`config.mk`:
```
export PLATFORM = sky130hd
export DESIGN_NAME = hbridge_decode
export DESIGN_NICKNAME = d
export VERILOG_FILES = /design/src/rtl/hbridge_pkg.sv /design/src/rtl/hbridge_decode.sv
export SDC_FILE = /design/constraint.sdc
export NUM_CORES = 1
export LEC_CHECK = 0
export ABC_CLOCK_PERIOD_IN_PS = 1800
export BUFFER_PORTS_ARGS = -buffer_cell sky130_fd_sc_hd__buf_2
export CAP_MARGIN = 20
export CORE_AREA = 3 3 40 42
export DETAILED_ROUTE_END_ITERATION = 7
export DIE_AREA = 0 0 43 45
export GPL_ROUTABILITY_DRIVEN = 0
export GPL_TIMING_DRIVEN = 1
export SYNTH_ARGS = -nofsm -noshare
export SYNTH_HDL_FRONTEND = slang
export SYNTH_SLANG_ARGS = --single-unit
```
`constraint.sdc`:
```
create_clock -name vclk -period 1.8
set_input_delay 0.36 -clock vclk [all_inputs]
set_output_delay 0.36 -clock vclk [all_outputs]
set_load 0.02 [all_outputs]
```
`src/rtl/hbridge_pkg.sv`:
```
// Shared types and constants for the H-bridge coil model.
package hbridge_pkg;

  localparam int unsigned CUR_W        = 13;
  localparam int unsigned ARITH_W      = CUR_W + 1;
  localparam int unsigned IMAX_DEFAULT = 4095;

  typedef enum logic [2:0] {
    BR_OFF   = 3'd0,
    BR_FWD   = 3'd1,
    BR_REV   = 3'd2,
    BR_SLOW  = 3'd3,
    BR_SHOOT = 3'd4
  } bridge_state_e;

  // Step a value toward zero by step, stopping at zero rather than crossing it.
  function automatic logic signed [ARITH_W-1:0] decay_toward_zero(
    input logic signed [ARITH_W-1:0] val,
    input logic signed [ARITH_W-1:0] step
  );
    logic signed [ARITH_W-1:0] res;
    res = val;
    if (val > 0) begin
      res = val - step;
      if (res < 0) res = '0;
    end else if (val < 0) begin
      res = val + step;
      if (res > 0) res = '0;
    end
    return res;
  endfunction

endpackage

```
`src/rtl/hbridge_decode.sv`:
```
// Polarity swap followed by priority decode of the four bridge gates.
module hbridge_decode
  import hbridge_pkg::*;
(
  input  logic          high_1,
  input  logic          low_1,
  input  logic          high_2,
  input  logic          low_2,
  input  logic          polarity_invert,
  output bridge_state_e state_c
);

  logic h1;
  logic l1;
  logic h2;
  logic l2;

  // Swap sides when polarity is inverted, then decode with shoot-through first.
  always_comb begin
    h1      = polarity_invert ? high_2 : high_1;
    l1      = polarity_invert ? low_2  : low_1;
    h2      = polarity_invert ? high_1 : high_2;
    l2      = polarity_invert ? low_1  : low_2;
    state_c = BR_OFF;
    if ((h1 && l1) || (h2 && l2)) begin
      state_c = BR_SHOOT;
    end else if (h1 && l2 && !l1 && !h2) begin
      state_c = BR_FWD;
    end else if (h2 && l1 && !h1 && !l2) begin
      state_c = BR_REV;
    end else if ((l1 && l2) || (h1 && h2)) begin
      state_c = BR_SLOW;
    end
  end

endmodule

```
==> metrics.csv <==
metric,value,unit
Initial Util,0.06621,
"critical path, cell by cell",buf_2 > nand2b_1 > o21a_1 > o22ai_1 > buf_2,
share of cells above drive strength 1,0.3810,
RSZ-0062 raised after global routing,no,
yosys warns,0,
initial drt markers,1,
largest net degree at the start of global routing,6,
fin. max-slew vios,0,
power per cell area,246.5,nW/um^2
nets,28,
CTS resizes,0,
Critical Path Start Type,input pin,
gr ovfl total,0,
Synth Area per Inst,6.545,um^2
drt total wl,271,um
chip height,45,um
global-route wire length before repair,379,um
chip width,43,um
CP Class,input pin to primary output,
Worst path most repeated cell,buf_2,
syn nets,18,
Worst EP arrival,1.13,ns
Rows,13,
vias in the first global route,103,
top-count cell post-synth,nand2b_1,
Synth area leaders,"nand2b_1, o21a_1, o22ai_1",
Max rail drop VDD,28.69,uV
Yosys cell types,7,
Fmax,0.6714,GHz
ant diodes,0,
slowest CP cell,buf_2,
worst-path fanout max,5,
WP data required,1.44,ns
mapped cell area,85.08,um^2
CTS Hold Buffers Added,0,
proportion of netlist area held by the largest area contributor,0.2941,
Port Buffer Count,8,
static leakage,0.06325,nW
Final ANT Viol Nets,0,
period utilization,0.8274,
post-CTS setup buffer count,0,
clock buf count,0,
Routed wire per std cell,7.528,um
Hold Path Class,input pin to primary output,
GRT Util Overall,0.02322,
vias post-DR,119,
max_cap viols,0,
register area share after synthesis,0,
Commonest cells post-synth,"nand2b_1, a21oi_1, o21a_1, o22ai_1",
"Hold Violations, Final",0,
Reg area,0,um^2
DR pass1 iterations,4,
Max stage delay on crit path,0.19,ns
Worst-Margin Slew,0.1332,ns
"delay-heaviest family, CP",compound AO/OA/AOI/OAI gates,
final setup vio count,0,
io pins,8,
Slew HR,0.9110,
Worst Path Buf+Inv,2,
worst hold margin,1.079,ns
crit path capture type,primary output,
status,"finished, final reports clean",
initial antenna violation count,0,
Synth area leader,nand2b_1,
min Tclk post-route,1.489,ns
Layout area overhead,69.12,%
setup TNS,0,ns
Residual DRC,0,
FFs & Latches,0,
die area,1935,um^2
core area,1285,um^2
Syn Inst Count,13,
Via-to-Cell Ratio,3.306,
metal layers:
metal	vias to the layer above	global-route usage	share of wire
li1	67	-	-
met1	44	0.02857	0.41
met2	8	0.04491	0.42
met3	0	0.003984	0.16
met4	0	0	0
met5	-	0	0
kinds of logic (layout without fill, tap and decap cells):
family | count (synthesis) | count (layout) | synth area share
buf+inv | 0 | 8 | 0
compound gates | 7 | 7 | 0.5441
simple gates | 6 | 6 | 0.4559
worst paths after layout:
kind	start	to	slack (ns)	cells after the start
setup / recovery	low_2	state_c[1]	0.31	5
hold / removal	low_1	state_c[2]	1.08	3
tightest hold or removal path, cell delays in order:
cell    delay, ns
buf_2        0.10
a22o_1       0.11
buf_2        0.15
metrics by stage:
step	setup slack [ns]	std cells	power, mW	cell area [um^2]	utilization
finish	0.3107	36	0.03547	143.9	0.1120
global route	0.2661	36	0.03863	143.9	0.1120
CTS	0.3021	36	0.03596	143.9	0.1120
detailed placement	0.3066	36	0.03587	143.9	0.1120
global placement	0.3250	36	0.03521	143.9	0.1120
floorplan	0.4205	13	0.02084	85.08	-
placed cells by master, fill, tap and decap left out:
cell and instances:
nand2b_1 4, a21oi_1 2, a22o_1 1, o22ai_1 2
buf_2 8, nor2b_1 1, o21a_1 2, and2b_1 1
power by group:
part / internal [mW] / total, mW / switching [mW] / leakage, nW
Clock: 0 / 0 / 0 / 0
Sequential: 0 / 0 / 0 / 0
Combinational: 0.0163 / 0.0355 / 0.0192 / 0.0632
Total: 0.0163 / 0.0355 / 0.0192 / 0.0632
layout make-up:
| type | count | area (um^2) |
|---|---|---|
| fill | 146 | 1141 |
| multi-input combinational | 13 | 85.08 |
| tap | 15 | 18.77 |
| timing repair buffer | 8 | 40.04 |
(Power assumes the default switching activity.)
